$ cat src/rtl/bpu_pkg.sv
// Shared definitions for the branch predict unit: funct3 codes, ALU flag positions,
// predictor counter states and the BTB entry layout of the default configuration.
package bpu_pkg;

  localparam logic [2:0] F3_BEQ  = 3'b000;
  localparam logic [2:0] F3_BNE  = 3'b001;
  localparam logic [2:0] F3_BLT  = 3'b100;
  localparam logic [2:0] F3_BGE  = 3'b101;
  localparam logic [2:0] F3_BLTU = 3'b110;
  localparam logic [2:0] F3_BGEU = 3'b111;

  localparam int FLAG_Z  = 0;
  localparam int FLAG_LT = 1;
  localparam int FLAG_C  = 2;

  localparam int BTB_XLEN  = 32;
  localparam int BTB_TAG_W = 8;

  typedef enum logic [1:0] {
    SNT = 2'b00,
    WNT = 2'b01,
    WT  = 2'b10,
    ST  = 2'b11
  } ctr_e;

  typedef struct packed {
    logic                 valid;
    logic [BTB_TAG_W-1:0] tag;
    logic [BTB_XLEN-1:0]  target;
    ctr_e                 ctr;
  } btb_entry_t;

  // Saturating 2-bit counter step toward the resolved direction.
  function automatic ctr_e ctr_train(input ctr_e cur, input logic taken);
    ctr_e nxt;
    nxt = cur;
    unique case (cur)
      SNT: nxt = taken ? WNT : SNT;
      WNT: nxt = taken ? WT  : SNT;
      WT:  nxt = taken ? ST  : WNT;
      ST:  nxt = taken ? ST  : WT;
      default: nxt = WNT;
    endcase
    return nxt;
  endfunction

endpackage

$ cat src/rtl/branch_cond.sv
// Branch condition evaluation from funct3 and the ALU compare flags.
module branch_cond
  import bpu_pkg::*;
(
  input  logic [2:0] funct3_i,
  input  logic [2:0] flags_i,
  output logic       cond_o
);

  always_comb begin
    cond_o = 1'b0;
    unique case (funct3_i)
      F3_BEQ:  cond_o =  flags_i[FLAG_Z];
      F3_BNE:  cond_o = ~flags_i[FLAG_Z];
      F3_BLT:  cond_o =  flags_i[FLAG_LT];
      F3_BGE:  cond_o = ~flags_i[FLAG_LT];
      F3_BLTU: cond_o = ~flags_i[FLAG_C];
      F3_BGEU: cond_o =  flags_i[FLAG_C];
      default: cond_o = 1'b0;
    endcase
  end

endmodule

$ cat src/rtl/branch_predict_unit.sv
// Direct-mapped BTB with 2-bit counters: predicts in IF, resolves branches/jumps in EX,
// redirects on mispredict and trains the table at the next clock edge.
module branch_predict_unit
  import bpu_pkg::*;
#(
  parameter int XLEN    = 32,
  parameter int ENTRIES = 16,
  parameter int TAG_W   = 8,
  parameter int PERF_W  = 32
) (
  input  logic              clk,
  input  logic              rst_n,
  input  logic [XLEN-1:0]   if_pc,
  output logic              if_pred_taken,
  output logic [XLEN-1:0]   if_pred_target,
  input  logic              ex_valid,
  input  logic              ex_branch,
  input  logic              ex_jump,
  input  logic [XLEN-1:0]   ex_pc,
  input  logic [2:0]        ex_funct3,
  input  logic [3:0]        ex_flags,
  input  logic [XLEN-1:0]   ex_target,
  input  logic              ex_pred_taken,
  input  logic [XLEN-1:0]   ex_pred_target,
  output logic              ex_redirect,
  output logic [XLEN-1:0]   ex_redirect_pc,
  output logic              ex_taken,
  output logic [PERF_W-1:0] perf_branches,
  output logic [PERF_W-1:0] perf_mispredicts
);

  localparam int IDX_W = $clog2(ENTRIES);

  typedef struct packed {
    logic             valid;
    logic [TAG_W-1:0] tag;
    logic [XLEN-1:0]  target;
    ctr_e             ctr;
  } entry_t;

  entry_t btb_q [ENTRIES];
  entry_t ex_entry;
  entry_t entry_d;
  logic   train_we;

  logic [IDX_W-1:0] if_idx, ex_idx;
  logic [TAG_W-1:0] if_tag, ex_tag;
  logic             cond;
  logic             resolve;
  logic             ex_hit;
  logic [XLEN-1:0]  ex_pc_plus4;

  logic [PERF_W-1:0] perf_branches_q, perf_branches_d;
  logic [PERF_W-1:0] perf_mispredicts_q, perf_mispredicts_d;

  // Address bits that are neither index nor tag, plus the spare flag bit.
  logic unused_bits;
  assign unused_bits = ^{ex_flags[3], if_pc[1:0], if_pc[XLEN-1:IDX_W+TAG_W+2]};

  branch_cond u_cond (
    .funct3_i (ex_funct3),
    .flags_i  (ex_flags[2:0]),
    .cond_o   (cond)
  );

  assign if_idx = if_pc[IDX_W+1:2];
  assign if_tag = if_pc[IDX_W+2 +: TAG_W];
  assign ex_idx = ex_pc[IDX_W+1:2];
  assign ex_tag = ex_pc[IDX_W+2 +: TAG_W];

  // Lookup reads the registered table, so a same-cycle update is not visible yet.
  assign if_pred_taken  = btb_q[if_idx].valid && (btb_q[if_idx].tag == if_tag)
                          && btb_q[if_idx].ctr[1];
  assign if_pred_target = btb_q[if_idx].target;

  assign resolve     = ex_valid && (ex_branch || ex_jump);
  assign ex_taken    = ex_valid && (ex_jump || (ex_branch && cond));
  assign ex_pc_plus4 = ex_pc + XLEN'(4);

  always_comb begin
    ex_redirect    = 1'b0;
    ex_redirect_pc = ex_pc_plus4;
    if (resolve) begin
      if (ex_taken && (!ex_pred_taken || (ex_pred_target != ex_target))) begin
        ex_redirect    = 1'b1;
        ex_redirect_pc = ex_target;
      end else if (!ex_taken && ex_pred_taken) begin
        ex_redirect    = 1'b1;
      end
    end
  end

  assign ex_entry = btb_q[ex_idx];
  assign ex_hit   = ex_entry.valid && (ex_entry.tag == ex_tag);

  always_comb begin
    entry_d  = ex_entry;
    train_we = 1'b0;
    if (resolve) begin
      if (ex_hit) begin
        train_we    = 1'b1;
        entry_d.ctr = ctr_train(ex_entry.ctr, ex_taken);
        if (ex_taken) begin
          entry_d.target = ex_target;
        end
      end else if (ex_taken) begin
        train_we = 1'b1;
        entry_d  = '{valid: 1'b1, tag: ex_tag, target: ex_target,
                     ctr: (ex_jump ? ST : WT)};
      end
    end
  end

  always_ff @(posedge clk or negedge rst_n) begin
    if (!rst_n) begin
      for (int i = 0; i < ENTRIES; i++) begin
        btb_q[i] <= '{valid: 1'b0, tag: '0, target: '0, ctr: WNT};
      end
    end else if (train_we) begin
      btb_q[ex_idx] <= entry_d;
    end
  end

  // Counters stick at all-ones rather than wrapping.
  always_comb begin
    perf_branches_d    = perf_branches_q;
    perf_mispredicts_d = perf_mispredicts_q;
    if (resolve && !(&perf_branches_q)) begin
      perf_branches_d = perf_branches_q + PERF_W'(1);
    end
    if (ex_redirect && !(&perf_mispredicts_q)) begin
      perf_mispredicts_d = perf_mispredicts_q + PERF_W'(1);
    end
  end

  always_ff @(posedge clk or negedge rst_n) begin
    if (!rst_n) begin
      perf_branches_q    <= '0;
      perf_mispredicts_q <= '0;
    end else begin
      perf_branches_q    <= perf_branches_d;
      perf_mispredicts_q <= perf_mispredicts_d;
    end
  end

  assign perf_branches    = perf_branches_q;
  assign perf_mispredicts = perf_mispredicts_q;

endmodule

$ cat config.mk
export PLATFORM = sky130hd
export DESIGN_NAME = branch_predict_unit
export DESIGN_NICKNAME = d
export VERILOG_FILES = /design/src/rtl/bpu_pkg.sv /design/src/rtl/branch_cond.sv /design/src/rtl/branch_predict_unit.sv
export SDC_FILE = /design/constraint.sdc
export NUM_CORES = 2
export LEC_CHECK = 0
export CORE_MARGIN = 3
export CORE_UTILIZATION = 50
export CTS_BUF_LIST = sky130_fd_sc_hd__clkbuf_8
export DETAILED_ROUTE_END_ITERATION = 7
export DONT_BUFFER_PORTS = 1
export GPL_TIMING_DRIVEN = 0
export PLACE_DENSITY = 0.67
export RECOVER_POWER = 100
export SLEW_MARGIN = 10
export SYNTH_ARGS = -nofsm -noshare
export SYNTH_HDL_FRONTEND = slang
export SYNTH_SLANG_ARGS = --single-unit
$ cat constraint.sdc
create_clock -name clk -period 5.6 [get_ports clk]
set_clock_uncertainty 0.2 [all_clocks]
set_input_delay 1.4 -clock clk [delete_from_list [all_inputs] [get_ports clk]]
set_output_delay 1.4 -clock clk [all_outputs]
set_load 0.1 [all_outputs]
Word-level counts from Yosys, hierarchy flattened
Index checks and enable logic that the tools add are counted.

word-level totals
  flip-flop bits (word level) = 752
  output and inout port bits = 131
  logic and storage cells = 139

operators by class
  $add $sub $neg = 3
  order comparisons = 3
  equal/unequal tests = 11
  mux-type cells = 29
  bitwise logic cells = 5
  reduce and logical (&&, ||, !) cells = 22

operators with widths
  kind                                                  number
  bitwise mux 688 bit                                   1
  binary-select mux 43 bit (select 4 bit)               2
  2-to-1 mux 43 bit                                     7
  demux 43 bit (select 4 bit)                           1
  2-to-1 mux 32 bit                                     3
  adder 32 x 1 -> 32 bit (second input constant)        2
  AND reduction 32 bit                                  2
  2-to-1 mux 34 bit                                     1
  adder 32 x 3 -> 32 bit (second input constant)        1
  != test 32 bit                                        1
  equality test 8 bit                                   2
  equality test 3 bit (second input constant)           4
  logical AND 1 bit                                     11
  >= comparator 5 bit (second input constant)           2
  NOT 4 -> 5 bit                                        2
  2-to-1 mux 1 bit                                      9
  2-to-1 mux 9 bit                                      1
  one-hot mux 2 bit (4 select lines)                    1
  one-hot mux 1 bit (6 select lines)                    1
  < comparator 5 x 1 -> 1 bit (second input constant)   1
  equality test 2 bit (second input constant)           2
  logical NOT 1 bit                                     4
  2-to-1 mux 2 bit                                      2
  equality test 3 x 1 -> 1 bit (second input constant)  1
  other kinds (5)                                       9

Logic depth before layout (Yosys ltp)
  depth in word-level cells = 11
  depth in mapped cells = 14

Hierarchy
Synthesis repeated with hierarchy kept, for this count alone.

unflattened totals
  cell total of the unflattened synthesis = 2753
  area total of the unflattened synthesis = 41045.6 sq um

modules (own cells, without submodules)
  module               times used  cells each  area an instance (sq um)
  branch_predict_unit  1           2746        40984.3
  branch_cond          1           7           61.3

Worst setup path after synthesis
OpenSTA, ideal clock, no wires.

  path kind = input to output
  from = input port if_pc[2]
  to = output port if_pred_taken
  arrival time = 5.616 ns
  setup slack = -1.616 ns
  stages = 7
  buffers on the path = 2
  path through = clkbuf_1 > buf_1 > mux4_2 > mux4_2 > xnor2_1 > o211ai_1 > nor3_1

on the way
  longest elaborated chain between the ends = 7

ends and longest elaborated chain
  what                                       line                                                  source
  start, declared                            branch_predict_unit.sv:13                             input logic [XLEN-1:0] if_pc,
  NOT 4 -> 5 bit (implied by the code) *     branch_predict_unit.sv:72, branch_predict_unit.sv:73
  binary-select mux 43 bit (select 4 bit) *  branch_predict_unit.sv:72, branch_predict_unit.sv:73
  2-to-1 mux 43 bit * (2 in series)          -
  equality test 8 bit                        branch_predict_unit.sv:72                             assign if_pred_taken = btb_q[if_idx].valid && (btb_q[if_idx].tag == if_tag)
  logical AND 1 bit                          branch_predict_unit.sv:72
  logical AND 1 bit *                        branch_predict_unit.sv:73                             && btb_q[if_idx].ctr[1];
  end, declared                              branch_predict_unit.sv:14                             output logic if_pred_taken,

Mark *: on every way between the ends. The rest lies on a longest branch, timed or not. The select of a mux whose other input is x is not followed.

Worst setup path in the final report
Ends and elaborated chain as after synthesis.

==> flow_metrics.tcl <==
set metrics [dict create \
    r2r_end "btb_q[588]" \
    arrival_ns 4.14 \
    routabilityCongestion 0.918 \
    ctsRootBufferMaster "clkbuf_8" \
    setup_viol 1 \
    grt_pass1_wl_um 195000 \
    violations "max-capacitance violations, max-slew violations, negative setup slack" \
    slew_headroom_pct -97.5 \
    hold_class "in -> async" \
    start_kind "input port" \
    dpl_cell_area_um2 42600 \
    nets 2965 \
    first_iter_violations 2474 \
    drc 0 \
    drv.max_cap_violation_count 1 \
    async_flop_share_pct 100 \
    wire_per_inst_um 33.8 \
    grt_antenna_before_repair 17 \
    slowest_stage "nor3_4" \
    rows 104 \
    criticalPathCategory "in -> out" \
    critPathMaxStageDelay_ns 0.90 \
    critical_path.top_delay_family "simple AND/OR/NAND/NOR gates" \
    crit_chain "clkbuf_16, buf_12, buf_8, mux4_2, mux4_2, xnor2_2, nand4_1, nor3_4" \
    cp_max_fo 7 \
    drt-pass1-iter-count 7 \
    routed_wl_um 135000 \
    seq_area_frac_synth_pct 46.0 \
    cts_made_buffers 135 \
    synthMuxAreaShare_pct 42.6 \
    syn_area_um2 40900 \
    power_density_nw_per_um2 347 \
    regToRegSetupSlack_ns 0.92 \
    io_buffers 0 \
    finalCritPeriodShare_pct 102 \
    status "finished, violations left" \
    cts_tree "yes" \
    clkTransAtPathRegs_ns 0.06 \
    synth_fa_ha_area_share_pct 0.208 \
    grt_pass1_vias 28000 \
    vias 26800 \
    dieArea_um2 85400 \
    boundaryPins 272 \
    fin_crit_ns 5.74 \
    synth_top_family_by_area "multiplexers" \
    design_area_um2 45600 \
    cp-end-kind "primary output" \
    avgViaCountPerCell 6.72 \
    initial_core_util_pct 50.7 \
    yosysWarningCount 0 \
    clk_latency_ns 0.80 \
    r2r-start "btb_q[122]" \
    tightest_slew_ns 2.96 \
    synthFlopType "dfrtp_1" \
    rsz0062_at_grt "true" \
    cts_buffer_depth 3 \
    seq_power_share_pct 45.8 \
    synth_seq_cells 752 \
    power.switching_mw 5.11 \
    synth_compound_area_share_pct 1.32 \
    core_area_um2 80800 \
    overflow 0 \
    yosys.area_share.simple_pct 4.05 \
    setup_ws_ns -0.136 \
    synthCells 2669 \
    required_ns 4.00 \
    dieWidth_um 292 \
    intPower_mw 10.7 \
    power.total_mw 15.8 \
    finalHoldViolCount 0 \
    layout-drive-gt1-share_pct 40.1 \
    max_freq_mhz 174 \
    p_leak_nw 20.6 \
    syn_avg_cell_area_um2 15.3 \
    synth_fp_nets 2816 \
    dp_hpwl_um 92800 \
    clkPwrFrac_pct 32.8 \
    p_sw_share_pct 32.3 \
    ff2ff_path_depth 9 \
    comb_power_share_pct 21.4 \
    maxSlewViolCount 609 \
    synth_xor_area_share_pct 2.97 \
    grt_use_total_pct 31.8 \
    syn2layout_area_growth_pct 11.3 \
    timing.critical_path.mode_cell "mux4_2" \
    htreeDepth 4 \
    detail-route-antenna-nets 0 \
    synth_cell_types 59 \
    synth-edff-count 0 \
    cp.buffers_inverters 3 \
    grt_max_degree 753 \
    clock-sinks 752 \
    vdd_ir_drop_max_v 0.000234 \
    fp.dieH_um 292 \
]
sequential cells by signal, summed over array words and instances (netlist names):
name              count
perf_mispredicts     32
perf_branches        32
btb_q               688
synth_stat cells (2+ instances only):
| cell type | number | area [um2] |
|---|---|---|
| o2bb2ai_1 | 2 | 17.5 |
| o21ai_1 | 2 | 10.0 |
| mux2_2 | 362 | 4080 |
| dfrtp_1 | 736 | 18400 |
| a221oi_1 | 2 | 17.5 |
| or2_2 | 4 | 25.0 |
| nand3_1 | 49 | 245 |
| buf_4 | 26 | 195 |
| nor3_1 | 16 | 80.1 |
| nand4_4 | 10 | 213 |
| a32o_1 | 2 | 20.0 |
| nor2_2 | 4 | 25.0 |
| xnor2_1 | 78 | 683 |
| and3_1 | 13 | 81.3 |
| a31oi_1 | 5 | 31.3 |
| buf_6 | 13 | 146 |
| mux2_1 | 355 | 4000 |
| buf_1 | 39 | 146 |
| inv_1 | 11 | 41.3 |
| buf_2 | 49 | 245 |
| clkinv_1 | 2 | 7.51 |
| ha_1 | 6 | 75.1 |
| xor2_1 | 61 | 534 |
| nor2b_1 | 4 | 25.0 |
| mux4_2 | 405 | 9120 |
| o211ai_1 | 9 | 67.6 |
| o21a_1 | 2 | 15.0 |
| mux2i_1 | 23 | 230 |
| a21oi_1 | 34 | 170 |
| and2_1 | 7 | 43.8 |
| o21ai_0 | 11 | 55.1 |
| nor2_1 | 70 | 263 |
| nand2_1 | 58 | 218 |
| dfstp_2 | 16 | 420 |
| and4_1 | 10 | 87.6 |
| nand4_1 | 32 | 200 |
| or3_1 | 2 | 12.5 |
| a22oi_1 | 2 | 15.0 |
| clkbuf_1 | 100 | 375 |
| nand2b_1 | 13 | 81.3 |
| nor4_1 | 6 | 37.5 |
power by group through the flow:
stage | sequential (mW) | combinational, mW | clock [mW]
after global placement | 7.20 | 3.22 | 0
final | 7.24 | 3.39 | 5.19
after global routing | 7.33 | 3.57 | 5.51
after detailed placement | 7.31 | 3.34 | 0
after floorplan | 7.07 | 2.68 | 0
after CTS | 7.22 | 3.39 | 5.24
area by class of cell:
class / count / area (um2)
Multi-Input combinational cell: 1675 / 21300
Buffer: 222 / 1190
Timing Repair Buffer: 18 / 155
Sequential cell: 752 / 18800
Inverter: 14 / 57.6
Clock inverter: 52 / 243
Tap cell: 1060 / 1330
Fill cell: 6313 / 35300
Clock buffer: 178 / 2450
Antenna cell: 17 / 42.5
cells in the final DEF (no fill, tap or decap), drive strengths merged, types with 23 or more instances in the layout:
master  instances
dfrtp         736
mux2          717
mux4          405
clkbuf        341
xnor2          78
nor2           74
buf            72
xor2           61
nand2          58
inv            52
nand3          49
nand4          42
a21oi          34
mux2i          23
logic make-up (layout without fill, tap and decap cells):
family,count (synthesis),after routing
and+or+nand+nor,300,300
adders and majority gates,7,7
xor gates and xnor gates,139,139
DFF,752,752
buffers and inverters,242,484
AOI/OAI and AO/OA,84,84
other,0,17
muxes,1145,1145
per-stage QoR:
stage / hold WS, ns / TNS (ns) / utilization (%) / setup WS [ns] / std cells
2_1_floorplan: 0.251 / -6.48 / - / -0.532 / 2669
6_report: 0.108 / -0.136 / 56.4 / -0.136 / 3988
3_3_place_gp: 0.280 / -368.92 / 52.5 / -2.72 / 3729
3_5_place_dp: 0.283 / -348.37 / 52.7 / -1.71 / 3731
5_1_grt: 0.0906 / -8.65 / 56.3 / -0.154 / 3979
4_1_cts: 0.0950 / -0.139 / 56.6 / -0.139 / 3970
routing by layer:
layer | global-route usage, % | wire length (um) | vias up
met1 | 40.0 | 50400 | 14400
met5 | 0 | 265 | -
li1 | - | - | 10600
met2 | 49.2 | 62300 | 1437
met4 | 12.2 | 5150 | 10
met3 | 13.7 | 16600 | 329
what timing repair did:
action,4_1_cts,5_1_grt
hold endpoints to repair,0,0
hold buffers,0,0
setup endpoints to repair,67,61
pin swaps,14,9
setup buffers,13,3
gates resized for setup,128,29
worst max-delay path by stage:
stage / start / end / slack [ns] / cells after the start
after floorplan: ex_funct3[2] / ex_redirect_pc[12] / -0.53 / 8
after global placement: ex_target[31] / ex_redirect_pc[16] / -2.72 / 7
after detailed placement: ex_pc[3] / ex_redirect_pc[31] / -1.71 / 11
after CTS: if_pc[2] / if_pred_taken / -0.14 / 7
after global routing: if_pc[2] / if_pred_taken / -0.15 / 8
final: if_pc[2] / if_pred_taken / -0.14 / 8
(Power assumes the default switching activity.)
